## src/rtl/key_sched.sv

```systemverilog
// Keystroke scheduler: round-robin arbiter for sources A/B, small key FIFO,
// and a settle window after EQUALS/CLEAR. Macro KEY_SCHED_FILTER_EN discards op codes 9..15.
module key_sched #(
  parameter int DEPTH      = 4,
  parameter int SETTLE_CYC = 3
) (
  input  logic                       clk,
  input  logic                       rst_b,
  input  logic [11:0]                a_key,
  input  logic                       a_valid,
  output logic                       a_ready,
  input  logic [11:0]                b_key,
  input  logic                       b_valid,
  output logic                       b_ready,
  output logic [11:0]                out_key,
  output logic                       out_valid,
  input  logic                       out_ready,
  output logic [$clog2(DEPTH):0]     count,
  output logic [7:0]                 flush_cnt,
  output logic                       illegal,
  output logic                       dbg_state
);

  localparam int PW = $clog2(DEPTH);
  localparam int CW = PW + 1;

  localparam logic [3:0] OP_NONE   = 4'd0;
  localparam logic [3:0] OP_EQUALS = 4'd4;
  localparam logic [3:0] OP_CLEAR  = 4'd8;

  typedef enum logic {ST_RUN = 1'b0, ST_SETTLE = 1'b1} state_t;

  logic [11:0]   r_mem [DEPTH];
  logic [PW-1:0] r_rd_ptr;
  logic [PW-1:0] r_wr_ptr;
  logic [CW-1:0] r_count;
  logic          r_prio;
  logic [7:0]    r_flush;
  logic          r_illegal;
  state_t        r_state;
  logic [3:0]    r_settle;

  logic          w_full;
  logic          w_empty;
  logic          w_a_elig;
  logic          w_b_elig;
  logic          w_grant_a;
  logic          w_grant_b;
  logic          w_gnt;
  logic [11:0]   w_gkey;
  logic [3:0]    w_gop;
  logic          w_is_clear;
  logic          w_push;
  logic          w_out_valid;
  logic          w_pop;
  logic [11:0]   w_head;
  logic [CW-1:0] w_discard;
  logic [8:0]    w_flush_sum;

  // Handshakes: a transfer happens on any cycle where valid and ready are both
  // high; ready is a combinational function of valid and state, valid never waits on ready.
  assign w_full   = (r_count == CW'(DEPTH));
  assign w_empty  = (r_count == '0);
  assign w_a_elig = a_valid && (!w_full || (a_key[11:8] == OP_CLEAR));
  assign w_b_elig = b_valid && (!w_full || (b_key[11:8] == OP_CLEAR));

  // r_prio = 0 means A holds priority.
  assign w_grant_a = w_a_elig && (!w_b_elig || !r_prio);
  assign w_grant_b = w_b_elig && (!w_a_elig ||  r_prio);
  assign w_gnt     = w_grant_a || w_grant_b;
  assign w_gkey    = w_grant_a ? a_key : b_key;
  assign w_gop     = w_gkey[11:8];
  assign w_is_clear = w_gnt && (w_gop == OP_CLEAR);

`ifdef KEY_SCHED_FILTER_EN
  assign w_push = w_gnt && (w_gop != OP_NONE) && (w_gop < OP_CLEAR);
`else
  assign w_push = w_gnt && (w_gop != OP_NONE) && (w_gop != OP_CLEAR);
`endif

  assign w_out_valid = (r_state == ST_RUN) && !w_empty;
  assign w_pop       = w_out_valid && out_ready;
  assign w_head      = r_mem[r_rd_ptr];

  // A same-cycle pop is a delivery, so it is not counted as flushed.
  assign w_discard   = r_count - {{(CW-1){1'b0}}, w_pop};
  assign w_flush_sum = {1'b0, r_flush} + 9'(w_discard);

  assign a_ready   = w_grant_a;
  assign b_ready   = w_grant_b;
  assign out_valid = w_out_valid;
  assign out_key   = w_out_valid ? w_head : 12'h000;
  assign count     = r_count;
  assign flush_cnt = r_flush;
  assign illegal   = r_illegal;
  assign dbg_state = r_state;

  always_ff @(posedge clk) begin
    if (w_is_clear) begin
      r_mem[0] <= w_gkey;
    end else if (w_push) begin
      r_mem[r_wr_ptr] <= w_gkey;
    end
  end

  always_ff @(posedge clk or negedge rst_b) begin
    if (!rst_b) begin
      r_rd_ptr <= '0;
      r_wr_ptr <= '0;
      r_count  <= '0;
      r_prio   <= 1'b0;
      r_flush  <= 8'd0;
    end else begin
      if (w_gnt) begin
        r_prio <= w_grant_a;
      end
      if (w_is_clear) begin
        r_rd_ptr <= '0;
        r_wr_ptr <= PW'(1);
        r_count  <= CW'(1);
        r_flush  <= w_flush_sum[8] ? 8'hFF : w_flush_sum[7:0];
      end else begin
        if (w_push) begin
          r_wr_ptr <= r_wr_ptr + PW'(1);
        end
        if (w_pop) begin
          r_rd_ptr <= r_rd_ptr + PW'(1);
        end
        if (w_push && !w_pop) begin
          r_count <= r_count + CW'(1);
        end else if (w_pop && !w_push) begin
          r_count <= r_count - CW'(1);
        end
      end
    end
  end

`ifdef KEY_SCHED_FILTER_EN
  always_ff @(posedge clk or negedge rst_b) begin
    if (!rst_b) begin
      r_illegal <= 1'b0;
    end else if (w_gnt && (w_gop > OP_CLEAR)) begin
      r_illegal <= 1'b1;
    end
  end
`else
  assign r_illegal = 1'b0;
`endif

  always_ff @(posedge clk or negedge rst_b) begin
    if (!rst_b) begin
      r_state  <= ST_RUN;
      r_settle <= 4'd0;
    end else begin
      case (r_state)
        ST_RUN: begin
          if (w_pop && ((w_head[11:8] == OP_EQUALS) || (w_head[11:8] == OP_CLEAR))) begin
            r_state  <= ST_SETTLE;
            r_settle <= 4'(SETTLE_CYC);
          end
        end
        ST_SETTLE: begin
          if (w_is_clear) begin
            r_settle <= 4'(SETTLE_CYC);
          end else if (r_settle <= 4'd1) begin
            r_state  <= ST_RUN;
            r_settle <= 4'd0;
          end else begin
            r_settle <= r_settle - 4'd1;
          end
        end
        default: begin
          r_state  <= ST_RUN;
          r_settle <= 4'd0;
        end
      endcase
    end
  end

endmodule
```

## config.mk

```make
export PLATFORM = sky130hd
export DESIGN_NAME = key_sched
export DESIGN_NICKNAME = d
export VERILOG_FILES = /design/src/rtl/key_sched.sv
export SDC_FILE = /design/constraint.sdc
export NUM_CORES = 1
export LEC_CHECK = 0
export BUFFER_PORTS_ARGS = -buffer_cell sky130_fd_sc_hd__buf_2
export CORE_AREA = 2 2 110 112
export DETAILED_ROUTE_END_ITERATION = 12
export DIE_AREA = 0 0 112 114
export HOLD_SLACK_MARGIN = 0.03
export PLACE_DENSITY = 0.56
export SLEW_MARGIN = 20
export SYNTH_ARGS = -nofsm -noshare
export SYNTH_HDL_FRONTEND = slang
export SYNTH_SLANG_ARGS = --single-unit
```

## constraint.sdc

```tcl
create_clock -name clk -period 3.5 [get_ports clk]
set_clock_uncertainty 0.05 [all_clocks]
set_input_delay 0 -clock clk [delete_from_list [all_inputs] [get_ports clk]]
set_output_delay 0 -clock clk [all_outputs]
set_load 0.05 [all_outputs]
```

==> flow_metrics.py <==
metrics = {
    "synth": {
        "ys_types": 54,
        "postSynthAreaPerCell_um2": 13.7,
        "ys_ff_latch": 69,
        "ys_seq_area_share_pct": 58.1,
        "yosysTopAreaCell": "edfxtp_1",
        "syn_nets": 285,
        "synth_edf_count": 48,
        "synthCells": 247,
        "yosysWarnings": 0,
        "async_flop_share_pct": 30.4,
        "synth_flop_cell": "edfxtp_1",
        "syn_area_um2": 3390,
        "synthTopCellsByArea": "edfxtp_1 (43%), dfrtp_1 (16%), mux4_2 (8.0%)",
        "synth.top_cell.area_share_pct": 42.6,
    },
    "routing": {
        "ant_nets": 0,
        "drt_pass1_iterations": 4,
        "vias": 2272,
        "drt_iter0_drc": 80,
        "totalWireLength_mm": 7.17,
        "drc": 0,
        "viasPerCell": 4.68,
        "routedWlPerCell_um": 14.8,
    },
    "timing": {
        "finalCriticalPeriod_ps": 3190,
        "min_period_over_period_pct": 91.1,
        "slew_headroom_pct": 47.8,
        "setup_violations": 0,
        "fin_ws_ps": 311,
        "hold_violations": 0,
        "tns_ps": 0,
        "rsz0062_at_grt": "no",
        "slew_violations": 0,
        "tightest_slew_ps": 773,
        "fmax_mhz": 314,
    },
    "cells_and_area": {
        "synthToLayoutAreaGrowth_pct": 29.3,
        "fin_nets": 371,
        "drive_gt1_share_pct": 33.1,
        "fillers": 1169,
        "postLayoutCellArea_um2": 4380,
        "diodes": 0,
    },
    "worst_setup_path": {
        "crit_path_max_fanout": 16,
        "slowest_stage": "dlygate4sd3_1",
        "crit_buf_inv": 2,
        "crit_family": "simple AND/OR/NAND/NOR gates",
        "cp-start-kind": "input pin",
        "crit_chain": "dlygate4sd3_1 > buf_2 > nor4b_1 > o21ai_1 > nor2_4 > mux2i_4 > nor2b_1 > fa_1 > or3_1 > a211o_1 > nand2_1",
        "worst-setup-path-type": "in2reg",
        "cpPeakStageDelay_ps": 530,
        "end_kind": "flip-flop",
        "cp_data_arrival_time_ps": 3410,
        "cp.required_ps": 3720,
    },
    "clocking": {
        "htree_levels": 3,
        "post_cts_resized": 0,
        "insertion_delay_ps": 330,
        "clock_path_buffers": 2,
        "post_cts_buffers": 0,
        "cts_hold_buf": 20,
        "cts_tree": "built",
        "clock-sinks": 69,
        "path_clk_slew_ps": 60,
        "cts_root_buf": "clkbuf_16",
        "cts_buffers": 9,
    },
    "floorplanning": {
        "die_w_um": 112,
        "start_util_pct": 28.9,
        "die_y_um": 114,
        "die_area_um2": 12800,
        "ios": 57,
        "fp.coreArea_um2": 11700,
        "fp-row-count": 40,
    },
    "grt": {
        "track_usage_pct": 11.9,
        "grt_max_degree": 22,
        "antenna_found_initial": 0,
        "grt_pass1_wl_mm": 11.7,
        "grt_remaining_overflow": 0,
        "grt_pass1_vias": 2376,
    },
    "job": {
        "cap_viol_max_count": 0,
    },
    "placement": {
        "port_buffers": 55,
        "place_hpwl_mm": 4.95,
        "placed_area_um2": 3870,
        "dp_slack_ps": 309,
        "finalWeightedCongestion": 0.740,
    },
    "power": {
        "leakagePower_nw": 1.75,
        "power_density_nw_per_um2": 1020,
        "max-vdd-ir-drop_v": 0.000489,
    },
    "worst_hold_path": {
        "hold_path.class": "in2reg",
    },
    "status": {
        "status": "complete, no violations",
    },
}
worst paths after layout:
path,slack [ps],start,cells after the start,endpoint
max in group asynchronous,2950,rst_b,2,flush_cnt[3]
setup / recovery,310,a_key[8],11,count[1]
hold / removal,40,b_key[8],2,r_mem[0][8]
min in group asynchronous,120,rst_b,2,r_settle[3]
hold reg to reg,440,r_prio,1,r_prio
setup reg to reg,310,count[2],9,count[1]
Yosys cell counts (3+ instances only):
library cell / number
a21oi_1: 6
a31oi_1: 5
and2_1: 12
clkbuf_1: 4
dfrtp_1: 21
edfxtp_1: 48
ha_1: 7
inv_1: 13
mux2_2: 12
mux2i_1: 4
mux4_2: 12
nand2_1: 13
nand2b_1: 4
nand3_1: 7
nor2_1: 17
nor3_1: 6
o21ai_0: 5
or3_1: 3
xnor2_1: 3
xor2_1: 4
logic make-up (layout without fill, tap and decap cells):
group	after synthesis	after routing	share of synthesized area [%]
muxes	30	30	14.2
other	1	1	0.111
adders and majority gates	9	9	3.77
AOI/OAI and AO/OA	33	33	6.84
xor gates and xnor gates	7	7	1.81
buffers and inverters	21	112	2.51
and+or+nand+nor	77	77	12.7
DFF	69	69	58.1
layer usage:
layer / part of all wire [%] / GRT usage [%] / wire (µm)
met5: 0 / 0 / 0
met4: 2.1 / 5.61 / 151
met3: 5.5 / 3.29 / 393
met2: 47 / 19.2 / 3390
met1: 45 / 14.9 / 3240
layout make-up:
class	instances	area [µm²]	share of cell area, %
clock buffer	11	243	5.54
clock inverter	5	61.3	1.40
inverter	13	48.8	1.11
multi-input combinational	157	1340	30.6
sequential	69	1970	44.9
tap	147	184	4.20
timing repair buffer	83	536	12.2
power by group:
group	leakage (nW)	internal (mW)	switching, mW	total, mW
combinational	0.911	0.765	1.38	2.15
clock	0.138	0.572	0.342	0.913
sequential	0.699	1.19	0.191	1.38
cell usage in the layout, fill, tap and decap left out, types with 2 or more instances in the layout:
cell           instances
mux2_2                12
clkinvlp_4             3
mux2i_1                4
edfxtp_1              48
inv_1                 13
nand2_1               13
fa_1                   2
dfrtp_1               21
or3_1                  3
dlygate4sd3_1         20
nor2b_1                2
mux4_2                12
and2_1                12
xnor2_1                3
a21oi_1                6
nor2_1                17
nand2b_1               4
nor4b_1                2
a21o_1                 2
ha_1                   7
o21ai_0                5
clkbuf_16              9
nor3_1                 6
a22oi_1                2
nand3_1                7
buf_2                 55
xor2_1                 4
buf_4                  8
a31oi_1                5
worst reg2reg max path, stage by stage, from the launching register on:
cell	delay [ps]
dfrtp_1	440
nor3b_1	330
a21oi_2	160
nor2_4	490
mux2i_4	320
nor2b_1	180
fa_1	440
or3_1	380
a211o_1	290
nand2_1	60
per-stage QoR:
stage	power (mW)	util, %	std cells	hold slack [ps]
6_report	4.45	37.4	485	43.0
3_5_place_dp	3.54	33.1	449	-50.6
3_3_place_gp	3.49	33.1	449	-48.3
2_1_floorplan	3.01	-	247	-346
5_1_grt	4.73	37.4	485	47.7
4_1_cts	4.51	37.4	485	30.4
state kept, by name, indices dropped and copies added (netlist names):
register / count
r_wr_ptr: 2
flush_cnt: 8
dbg_state: 1
r_rd_ptr: 2
count: 3
r_settle: 4
r_prio: 1
r_mem: 48
(Power assumes the default switching activity.)
